`config.mk`:
```
export PLATFORM = sky130hd
export DESIGN_NAME = draw_controller
export DESIGN_NICKNAME = d
export VERILOG_FILES = /design/src/rtl/draw_controller.sv
export SDC_FILE = /design/constraint.sdc
export NUM_CORES = 1
export LEC_CHECK = 0
export CORE_MARGIN = 2
export CORE_UTILIZATION = 54
export CTS_BUF_LIST = sky130_fd_sc_hd__clkbuf_8
export DETAILED_ROUTE_END_ITERATION = 10
export GPL_ROUTABILITY_DRIVEN = 1
export GPL_TIMING_DRIVEN = 0
export PLACE_DENSITY = 0.78
export SYNTH_ARGS = -nofsm -noshare
export SYNTH_HDL_FRONTEND = slang
export SYNTH_SLANG_ARGS = --single-unit
```
`constraint.sdc`:
```
create_clock -name Clock -period 3.25 [get_ports Clock]
set_input_delay 0.4875 -clock Clock [delete_from_list [all_inputs] [get_ports Clock]]
set_output_delay 0.4875 -clock Clock [all_outputs]
set_load 0.02 [all_outputs]
```
`src/rtl/draw_controller.sv`:
```
// draw_controller
//   Collects rectangle corners (or a single point) from a push-button
//   driven coordinate entry sequence, then rasterises the region one pixel
//   per clock for a VGA adapter.
//
// Ports
//   Clock      in   1  sole clock, all state on posedge
//   Reset      in   1  synchronous active-high reset
//   go         in   1  push-button level; rising edge is an event
//   data_in    in   8  coordinate captured on go events
//   colour_in  in   3  pixel colour, latched on DRAW entry
//   mode       in   1  0 = filled rectangle, 1 = single point
//   x_out      out  8  current pixel x
//   y_out      out  7  current pixel y
//   colour_out out  3  latched colour
//   plot       out  1  pixel write strobe
//   busy       out  1  high while drawing
//   done       out  1  one-cycle pulse after the last pixel
module draw_controller #(
    parameter int unsigned X_MAX = 159,
    parameter int unsigned Y_MAX = 119
) (
    input  logic       Clock,
    input  logic       Reset,
    input  logic       go,
    input  logic [7:0] data_in,
    input  logic [2:0] colour_in,
    input  logic       mode,
    output logic [7:0] x_out,
    output logic [6:0] y_out,
    output logic [2:0] colour_out,
    output logic       plot,
    output logic       busy,
    output logic       done
);

    localparam logic [2:0] S_LOAD_X1 = 3'd0;
    localparam logic [2:0] S_LOAD_Y1 = 3'd1;
    localparam logic [2:0] S_LOAD_X2 = 3'd2;
    localparam logic [2:0] S_LOAD_Y2 = 3'd3;
    localparam logic [2:0] S_DRAW    = 3'd4;
    localparam logic [2:0] S_DONE    = 3'd5;

    localparam logic [7:0] XM = X_MAX[7:0];
    localparam logic [6:0] YM = Y_MAX[6:0];

    logic [2:0] state_q, state_d;
    logic       go_prev_q, go_prev_d;
    logic [7:0] x1_q, x1_d, x2_q, x2_d;
    logic [6:0] y1_q, y1_d, y2_q, y2_d;
    logic [7:0] xmin_q, xmin_d, xmax_q, xmax_d;
    logic [6:0] ymin_q, ymin_d, ymax_q, ymax_d;
    logic [7:0] cx_q, cx_d;
    logic [6:0] cy_q, cy_d;
    logic [2:0] colour_q, colour_d;

    logic       go_evt;
    logic [7:0] x_cap;
    logic [6:0] y_raw, y_cap;
    logic [7:0] ent_xa, ent_xb;
    logic [6:0] ent_ya, ent_yb;
    logic       enter_draw;

    assign go_evt = go & ~go_prev_q;
    assign x_cap  = (data_in > XM) ? XM : data_in;
    assign y_raw  = data_in[6:0];
    assign y_cap  = (y_raw > YM) ? YM : y_raw;

    // Corners as they will be once the capture of this cycle lands; DRAW is
    // entered on the same edge as the final capture, so the bounds must be
    // formed from the value being captured rather than the registered copy.
    // From LOAD_Y1 (point mode) the second corner equals the first.
    assign ent_xa = x1_q;
    assign ent_xb = (state_q == S_LOAD_Y1) ? x1_q : x2_q;
    assign ent_ya = (state_q == S_LOAD_Y1) ? y_cap : y1_q;
    assign ent_yb = y_cap;

    always_comb begin
        state_d    = state_q;
        go_prev_d  = go;
        x1_d       = x1_q;
        y1_d       = y1_q;
        x2_d       = x2_q;
        y2_d       = y2_q;
        xmin_d     = xmin_q;
        xmax_d     = xmax_q;
        ymin_d     = ymin_q;
        ymax_d     = ymax_q;
        cx_d       = cx_q;
        cy_d       = cy_q;
        colour_d   = colour_q;
        enter_draw = 1'b0;

        case (state_q)
            S_LOAD_X1: begin
                if (go_evt) begin
                    x1_d    = x_cap;
                    state_d = S_LOAD_Y1;
                end
            end
            S_LOAD_Y1: begin
                if (go_evt) begin
                    y1_d = y_cap;
                    if (mode) begin
                        x2_d       = x1_q;
                        y2_d       = y_cap;
                        enter_draw = 1'b1;
                    end else begin
                        state_d = S_LOAD_X2;
                    end
                end
            end
            S_LOAD_X2: begin
                if (go_evt) begin
                    x2_d    = x_cap;
                    state_d = S_LOAD_Y2;
                end
            end
            S_LOAD_Y2: begin
                if (go_evt) begin
                    y2_d       = y_cap;
                    enter_draw = 1'b1;
                end
            end
            S_DRAW: begin
                // Counters stay on the final pixel so x_out/y_out hold it
                // after drawing finishes.
                if (cx_q < xmax_q) begin
                    cx_d = cx_q + 8'd1;
                end else if (cy_q < ymax_q) begin
                    cx_d = xmin_q;
                    cy_d = cy_q + 7'd1;
                end else begin
                    state_d = S_DONE;
                end
            end
            S_DONE: begin
                state_d = S_LOAD_X1;
            end
            default: begin
                state_d = S_LOAD_X1;
            end
        endcase

        if (enter_draw) begin
            state_d  = S_DRAW;
            xmin_d   = (ent_xa < ent_xb) ? ent_xa : ent_xb;
            xmax_d   = (ent_xa < ent_xb) ? ent_xb : ent_xa;
            ymin_d   = (ent_ya < ent_yb) ? ent_ya : ent_yb;
            ymax_d   = (ent_ya < ent_yb) ? ent_yb : ent_ya;
            cx_d     = (ent_xa < ent_xb) ? ent_xa : ent_xb;
            cy_d     = (ent_ya < ent_yb) ? ent_ya : ent_yb;
            colour_d = colour_in;
        end
    end

    always_ff @(posedge Clock) begin
        if (Reset) begin
            state_q   <= S_LOAD_X1;
            // A go level held through reset must not count as an event.
            go_prev_q <= 1'b1;
            x1_q      <= '0;
            y1_q      <= '0;
            x2_q      <= '0;
            y2_q      <= '0;
            xmin_q    <= '0;
            xmax_q    <= '0;
            ymin_q    <= '0;
            ymax_q    <= '0;
            cx_q      <= '0;
            cy_q      <= '0;
            colour_q  <= '0;
        end else begin
            state_q   <= state_d;
            go_prev_q <= go_prev_d;
            x1_q      <= x1_d;
            y1_q      <= y1_d;
            x2_q      <= x2_d;
            y2_q      <= y2_d;
            xmin_q    <= xmin_d;
            xmax_q    <= xmax_d;
            ymin_q    <= ymin_d;
            ymax_q    <= ymax_d;
            cx_q      <= cx_d;
            cy_q      <= cy_d;
            colour_q  <= colour_d;
        end
    end

    assign x_out      = cx_q;
    assign y_out      = cy_q;
    assign colour_out = colour_q;
    assign plot       = (state_q == S_DRAW);
    assign busy       = (state_q == S_DRAW);
    assign done       = (state_q == S_DONE);

endmodule

```
# Word level (Yosys, flattened, before mapping)
# Index checks and enable logic that the tools add are counted.
# word_totals
output_inout_bits	21
elab_cells	88
in_bits	15
reg_bits	68
# op_classes
bitwise	3
eq_ne	20
mux	32
reduce_logical	13
n_addsub	2
magnitude_cmp	6
# ops
cell	count
$mux W8	11
$mux W7	8
$mux W3	7
$ne A2 B2 Y1 const B	9
$ne A3 B3 Y1 const B	6
$lt A8 B8 Y1	2
$pmux W8 S2	1
$pmux W3 S5	1
$lt A7 B7 Y1	2
$reduce_and A7 Y1	2
$add A8 B1 Y8 const B	1
$gt A8 B8 Y1 const B	1
$add A7 B1 Y7 const B	1
$gt A7 B7 Y1 const B	1
$eq A3 B2 Y1 const B	2
$eq A3 B3 Y1 const B	2
$reduce_and A2 Y1	3
$reduce_bool A2 Y1	3
$reduce_and A4 Y1	1
$eq A3 B1 Y1 const B	1
$logic_not A3 Y1	1
$mux W1	3
$reduce_and A3 Y1	1
$reduce_bool A3 Y1	1
4 further kinds	5

# Logic depth before layout (Yosys ltp)
# Gate-level depths: netlist of the first run.
# logic_depth
depth_word	6
ltp_mapped	14
mapped_depth_nobuf	11

# Worst setup path after synthesis of the first run
# No wires, ideal clock.
# synth_timing
path_kind	reg2reg
startpoint	register state_q[1]
endpoint	register cy_q[6] (netlist: y_out[6])
setup_time_ns	0.103
t_arrival_ns	3.112
slack_ns	0.034
path_stages_with_launch	14
period_less_slack_ns	3.216
t_required_ns	3.147
n_path_buf	4
path_cell_list	dfxtp_1 clkbuf_1 or3b_2 clkbuf_1 buf_2 o21ai_0 ha_1 a21oi_1 o21a_1 o311ai_2 nand2_1 buf_2 mux2i_1 a2111oi_2
# synth_via
elab_chain_cells	5
word_cells_on_any_way	12
cone_classes	order compare: 1; eq/ne: 4; mux: 4; reduce/logical: 3
# synth_lines
element	line	source
from (decl)	47	logic [2:0] state_q, state_d;
from (signal assigned)	174	state_q <= state_d;
$eq A3 B1 Y1	75, 94	
$mux W7	75	assign ent_ya = (state_q == S_LOAD_Y1) ? y_cap : y1_q;
$lt A7 B7 Y1	152	cy_d = (ent_ya < ent_yb) ? ent_ya : ent_yb;
$mux W7	152	
$mux W7	145	if (enter_draw) begin
to (signal assigned)	185	cy_q <= cy_d;
to (decl)	54	logic [6:0] cy_q, cy_d;
# Parallel ways exist; a longest one is shown, timed or not.
# A chain may end at the register's enable or synchronous reset.

# Worst setup path in the final report of the first run
# layout_timing
startpoint	register state_q[0]
endpoint	register cx_q[2] (netlist: x_out[2])
# layout_via
elab_chain_cells	5
word_cells_on_any_way	11
cone_classes	order compare: 1; eq/ne: 3; mux: 4; reduce/logical: 3
# layout_lines
element	line	source
$eq A3 B1 Y1	74, 94	
$mux W8	74	assign ent_xb = (state_q == S_LOAD_Y1) ? x1_q : x2_q;
$lt A8 B8 Y1	151	cx_d = (ent_xa < ent_xb) ? ent_xa : ent_xb;
$mux W8	151	
$mux W8	145	
to (signal assigned)	170	cx_q <= '0;
to (signal assigned)	184	cx_q <= cx_d;
to (decl)	53	logic [7:0] cx_q, cx_d;
# Parallel ways exist; a longest one is shown, timed or not.

==> results.py, run 1 <==
metrics = {
    "status": {
        "status": "completed",
    },
    "global_routing": {
        "grt_usage_pct": 28.1,
        "grt_max_degree": 12,
        "grt_pass1_wl_um": 18800,
        "antenna_found_initial": 1,
        "grt_overflow_total": 0,
        "grt_pass1_vias": 3858,
    },
    "timing": {
        "setup_viol": 0,
        "timing_hold_violations_final": 0,
        "skew_ps": 7.36,
        "rsz0062_at_grt": "no",
        "drv_slew": 0,
        "fin_crit_sh_pct": 95.6,
        "max_freq_mhz": 322,
        "worst_pin_slew_ps": 905,
        "min_period_ps": 3110,
        "slew_headroom_pct": 39.1,
        "layout_setup_ws_ps": 143,
    },
    "floorplanning": {
        "die_area_um2": 8420,
        "core-area_um2": 7610,
        "fp.dieW_um": 91.8,
        "die_h_um": 91.8,
        "start_util_pct": 54.7,
        "pin_count": 36,
        "rows": 32,
    },
    "logic_synthesis": {
        "synth_top_area_share_pct": 32.7,
        "synth-seq-cells": 68,
        "yosys.cell_types.count": 61,
        "synth_most_common_cell": "dfxtp_1",
        "yosys_warnings": 0,
        "yosys.area.top_type": "dfxtp_1",
        "avgSynthCellArea_um2": 8.08,
        "synth_area_leaders": "dfxtp_1 (33%), ha_1 (8.1%), nand2_1 (6.0%)",
        "synth_edf_count": 0,
        "synth.yosys.seq_area_share_pct": 32.7,
        "syn_nets": 557,
        "synth-main-ff-cell": "dfxtp_1",
        "async_flop_share_pct": 0,
        "synthTopCellsByCount": "dfxtp_1 (68), nand2_1 (67), a21oi_1 (43)",
        "synth_area_um2": 4160,
        "netlist_instances": 515,
    },
    "clock_network": {
        "clk_pin_slew_worst_paths_ps": 70,
        "clock_path_buffers": 2,
        "cts_max_level": 3,
        "clkSinkCount": 68,
        "cts_buffers": 9,
        "clock_latency_ps": 350,
        "hold_buffers": 0,
        "clockRootBuffer": "clkbuf_8",
        "cts_tree": "done",
    },
    "placed_design": {
        "dp_hpwl_um": 8370,
        "port_buffers": 32,
        "routabilityCongestion": 0.918,
        "pre_cts_ws_ps": -480,
        "place_area_um2": 4610,
        "dp.cells": 649,
    },
    "worst_setup_path": {
        "cp.required_ps": 3460,
        "worstPathArrival_ps": 3310,
        "reg2reg_from": "state_q[0]",
        "critPathLaunchType": "flop",
        "crit_path_end_kind": "flop",
        "crit_chain": "nor3b_4 -> buf_4 -> mux2i_1 -> ha_1 -> or4b_2 -> o22ai_2 -> o211ai_2 -> clkbuf_2 -> o211ai_1 -> a211oi_1",
        "rr_worst_depth": 10,
        "critical_path_class": "flop to flop",
        "slowest_stage": "or4b_2",
        "worstPathMaxFanout": 10,
        "crit_path_max_incr_delay_ps": 650,
        "crit_path_start": "state_q[0]",
    },
    "job": {
        "maxCapViolCount": 0,
    },
    "drt": {
        "first_iter_violations": 245,
        "final_antenna_net_count": 0,
        "first_pass_iters": 5,
        "avgViaCountPerCell": 6.01,
        "totalWireLength_um": 11300,
        "wl_per_cell_um": 16.9,
        "vias": 4008,
        "drc": 0,
    },
    "cells_and_area": {
        "fin_cells": 667,
        "drive_gt1_share_pct": 9.91,
        "num_antenna_cells": 0,
        "final_cell_area_um2": 4890,
        "area_growth_pct": 17.6,
        "nets": 602,
    },
    "hold_path": {
        "hold_class": "flop to flop",
        "holdPathStages": 2,
        "hold_start": "x2_q[3]",
    },
    "power_and_ir_drop": {
        "power_frac_comb_pct": 14.8,
        "p_per_area_nw_per_um2": 378,
        "swShare_pct": 27.5,
        "power.share.clock_pct": 38.9,
        "p_leak_nw": 1.84,
        "sequentialPowerShare_pct": 46.3,
        "power.switching_mw": 0.510,
        "cellInternalPower_mw": 1.34,
        "ir_drop_mv": 0.294,
    },
}
==> cells by family (layout without fill, tap and decap cells) <==
family / Yosys count / count (layout) / share of synthesized area, %
buffers and inverters: 57 / 107 / 5.48
flip-flops: 68 / 68 / 32.7
multiplexers: 28 / 28 / 6.83
XOR/XNOR: 8 / 8 / 1.68
AO/OA/AOI/OAI: 143 / 143 / 23.4
adder cells (fa/ha/maj): 27 / 27 / 8.12
AND/OR/NAND/NOR: 184 / 184 / 21.8
==> metrics by stage <==
step	util, %	setup TNS, ps	hold slack, ps	total power, mW
after floorplan	-	0	431	1.04
after CTS	63.9	0	456	1.83
after detailed placement	60.6	-11180	446	1.12
after global placement	60.6	-7410	441	1.11
after global routing	64.3	0	477	1.92
final	64.3	0	453	1.85
==> sequential cells by signal (all words and copies together) (netlist names) <==
name,flops
colour_out,3
ent_xa,8
go_prev_q,1
state_q,3
x2_q,8
x_out,8
xmax_q,8
xmin_q,8
y1_q,7
y_out,7
ymax_q,7
==> power by group through the flow <==
stage                     Sequential [mW]  Combinational [mW]  Clock [mW]
after floorplan                     0.872               0.171           0
after global placement              0.875               0.232           0
after detailed placement            0.876               0.242           0
after CTS                           0.857               0.254       0.724
after global routing                0.859               0.301       0.760
final                               0.858               0.274       0.720
==> cell usage in the layout (no fill, tap or decap), drive strengths merged, types with 3 or more instances in the layout <==
cell type      instances
dfxtp                 68
nand2                 67
a21oi                 43
nor2                  41
clkdlybuf4s50         32
clkbuf                29
ha                    27
mux2i                 25
inv                   22
o211ai                22
o21ai                 22
buf                   19
a211oi                15
nand2b                11
nor3                  11
or3                   10
and3                   9
nand3                  7
nor4                   6
o21a                   5
a311oi                 4
xor2                   4
a311o                  4
xnor2                  4
or2                    3
a21o                   3
o211a                  3
a31oi                  3
o32ai                  3
nor4b                  3
nand3b                 3
nor3b                  3
o22ai                  3
mux2                   3
clkinv                 3
==> final timing paths <==
path,to,slack (ps)
min reg2reg,x2_q[3],450
min,x2_q[3],450
max reg2reg,x_out[2],140
max,x_out[2],140
==> final cells by class <==
cell class                      instances  area, µm²
Clock inverter                          5       51.3
Sequential cell                        68       1370
Multi-Input combinational cell        390       2610
Tap cell                              102        128
Timing Repair Buffer                   37        358
Buffer                                 32        144
Inverter                               22       82.6
Clock buffer                           11        151
Fill cell                             642       2720
==> per-layer routing <==
metal / up-vias / wire length [µm] / part of all wire, % / GRT usage, %
met5: - / 13 / 0.12 / 0
met4: 2 / 285 / 2.5 / 14.6
met3: 28 / 589 / 5.2 / 4.68
met2: 132 / 5290 / 47 / 45.0
met1: 1879 / 5110 / 45 / 36.5
li1: 1967 / - / - / -
==> timing repair <==
item                       in CTS  in global routing
buffers inserted                2                  3
setup endpoints to repair      36                 36
resized for setup              18                  7
pin swaps                       3                  2
==> worst max-delay path, delay by kind of cell, from the launching register on <==
kind,cells,cell delay [ps]
muxes,1,140
and+or+nand+nor,2,960
AOI/OAI and AO/OA,4,780
adders and majority gates,1,240
DFF,1,410
buffers and inverters,2,460
Power figures use the tool's default switching activity.
==> run 2, diff against run 1 <==
--- a/config.mk
+++ b/config.mk
@@ -8,4 +8,3 @@
 export CORE_MARGIN = 2
-export CORE_UTILIZATION = 54
-export CTS_BUF_LIST = sky130_fd_sc_hd__clkbuf_8
+export CORE_UTILIZATION = 53
 export DETAILED_ROUTE_END_ITERATION = 10
@@ -13,3 +12,3 @@
 export GPL_TIMING_DRIVEN = 0
-export PLACE_DENSITY = 0.78
+export PLACE_DENSITY = 0.77
 export SYNTH_ARGS = -nofsm -noshare
--- a/constraint.sdc
+++ b/constraint.sdc
@@ -3,2 +3,2 @@
 set_output_delay 0.4875 -clock Clock [all_outputs]
-set_load 0.02 [all_outputs]
+set_load 0.005 [all_outputs]
==> run 2 against run 1 <==
Compared with the run above:
- via count down 0.85%
- sequential cell count unchanged
- power down 5.8%
- non-clock buffer count up 1
- cell area down 0.23%
- clock-buffer cell count unchanged
- utilization down 0.48 points
- clock skew up 1.7 ps
- sequential share of layout area up 0.064 points
- routed wire length down 3.0%
- hold slack better by 1.4 ps
- sequential power about the same
- highest routed layer is now met4
==> results.py, run 2 (synthesized netlist as in run 1, its figures left out) <==
metrics = {
    "clock_network": {
        "clk_pin_slew_worst_paths_ps": 80,
        "clkSinkCount": 68,
        "cts_buffers": 9,
        "cts_tree": "done",
        "cts_max_level": 3,
        "hold_buffers": 0,
        "clock_latency_ps": 340,
        "clock_path_buffers": 2,
        "clockRootBuffer": "clkbuf_8",
    },
    "floorplanning": {
        "rows": 32,
        "core-area_um2": 7650,
        "pin_count": 36,
        "fp.dieW_um": 92.6,
        "die_area_um2": 8570,
        "start_util_pct": 54.4,
        "die_h_um": 92.6,
    },
    "cells_and_area": {
        "area_growth_pct": 17.4,
        "nets": 603,
        "post-route-util_pct": 63.8,
        "final_cell_area_um2": 4880,
        "final_cell_mix": "nand2_1 (67), dfxtp_1 (65), a21oi_1 (43)",
        "num_antenna_cells": 0,
        "fin_cells": 668,
        "final_common_cell": "nand2_1",
        "drive_gt1_share_pct": 9.89,
    },
    "global_routing": {
        "grt_overflow_total": 0,
        "grt_pass1_wl_um": 17900,
        "grt_usage_pct": 26.4,
        "grt_pass1_vias": 3603,
        "antenna_found_initial": 0,
        "grt_max_degree": 12,
    },
    "worst_setup_path": {
        "rr_worst_depth": 11,
        "worstPathArrival_ps": 3350,
        "crit_path_end_kind": "flop",
        "worstPathMaxFanout": 11,
        "critical_path_class": "flop to flop",
        "reg2reg_slack_ps": 110,
        "critPathLaunchType": "flop",
        "reg2reg_from": "state_q[2]",
        "cp.required_ps": 3460,
        "r2r_end": "xmax_q[6]",
    },
    "power_and_ir_drop": {
        "p_leak_nw": 1.84,
        "ir_drop_mv": 0.304,
        "p_per_area_nw_per_um2": 358,
    },
    "drt": {
        "totalWireLength_um": 10900,
        "avgViaCountPerCell": 5.95,
        "first_iter_violations": 237,
        "wl_per_cell_um": 16.4,
        "vias": 3974,
        "final_antenna_net_count": 0,
        "first_pass_iters": 5,
        "drc": 0,
    },
    "hold_path": {
        "hold_class": "flop to flop",
        "hold_start": "x2_q[1]",
        "hold_path_end": "x2_q[1]",
        "holdPathStages": 2,
    },
    "placed_design": {
        "dp_hpwl_um": 8240,
        "place_area_um2": 4610,
        "routabilityCongestion": 0.890,
        "dp.cells": 649,
        "port_buffers": 32,
    },
    "timing": {
        "skew_ps": 9.05,
        "slew_headroom_pct": 37.1,
        "worst_pin_slew_ps": 935,
        "fin_crit_sh_pct": 96.7,
        "timing_hold_violations_final": 0,
        "max_freq_mhz": 318,
        "setup_viol": 0,
        "drv_slew": 0,
        "tns_ps": 0,
        "holdWs_ps": 455,
        "min_period_ps": 3140,
    },
    "status": {
        "status": "completed",
    },
    "job": {
        "maxCapViolCount": 0,
    },
}
-- run 2: report_power, final --
group / switching [mW] / total (mW) / internal, mW
Combinational: 0.162 / 0.272 / 0.109
Sequential: 0.0147 / 0.857 / 0.843
Clock: 0.323 / 0.616 / 0.293
-- run 2: layer usage --
layer  global-route usage (%)  routed length [µm]  vias to the layer above
met1                     37.3                4990                     1853
met4                     8.21                 232                        0
met5                        0                   0                        -
met3                     3.99                 643                       19
li1                         -                   -                     1959
met2                     41.7                5070                      143
-- run 2: area by class of cell --
cell class / count / area [µm²]
Tap cell: 102 / 128
Fill cell: 659 / 2770
Buffer: 32 / 151
Clock buffer: 11 / 141
Clock inverter: 5 / 27.5
Multi-Input combinational cell: 390 / 2620
Inverter: 22 / 82.6
Timing Repair Buffer: 38 / 368
Sequential cell: 68 / 1370
-- run 2: worst max-delay path by stage --
stage,start,end,slack (ps)
after floorplan,state_q[1],y_out[6],30
after global placement,state_q[2],x_out[5],-380
after detailed placement,state_q[1],y_out[6],-510
after CTS,state_q[1],x_out[2],8
after global routing,state_q[0],xmax_q[5],-30
final,state_q[2],xmax_q[6],110
-- run 2: critical path, cell delays in order, from the launching register on --
cell and delay (ps):
dfxtp_2 390, nor3b_4 290, buf_4 230, mux2i_1 160, ha_1 240, or4b_2 650, o22ai_2 190, o211a_1 300
buf_2 240, nand2_1 80, o211ai_1 130, a21oi_1 100
-- run 2: repair_timing --
action	in CTS	in global routing
buffers inserted	1	5
pin swaps	3	4
resized for setup	20	9
setup endpoints to repair	36	33
hold endpoints to repair	0	0
gates cloned	0	0
-- run 2: per-stage QoR --
step / power (mW) / setup slack, ps
6_report: 1.75 / 109
5_1_grt: 1.82 / -25.8
4_1_cts: 1.73 / 7.88
3_5_place_dp: 1.12 / -510
3_3_place_gp: 1.11 / -377
2_1_floorplan: 1.04 / 34.4
==> run 3, diff against run 2 <==
- SLEW_MARGIN: unset -> 20
==> results of run 3 <==
No change in the layout: final DEF, timing and power equal those of run 2.
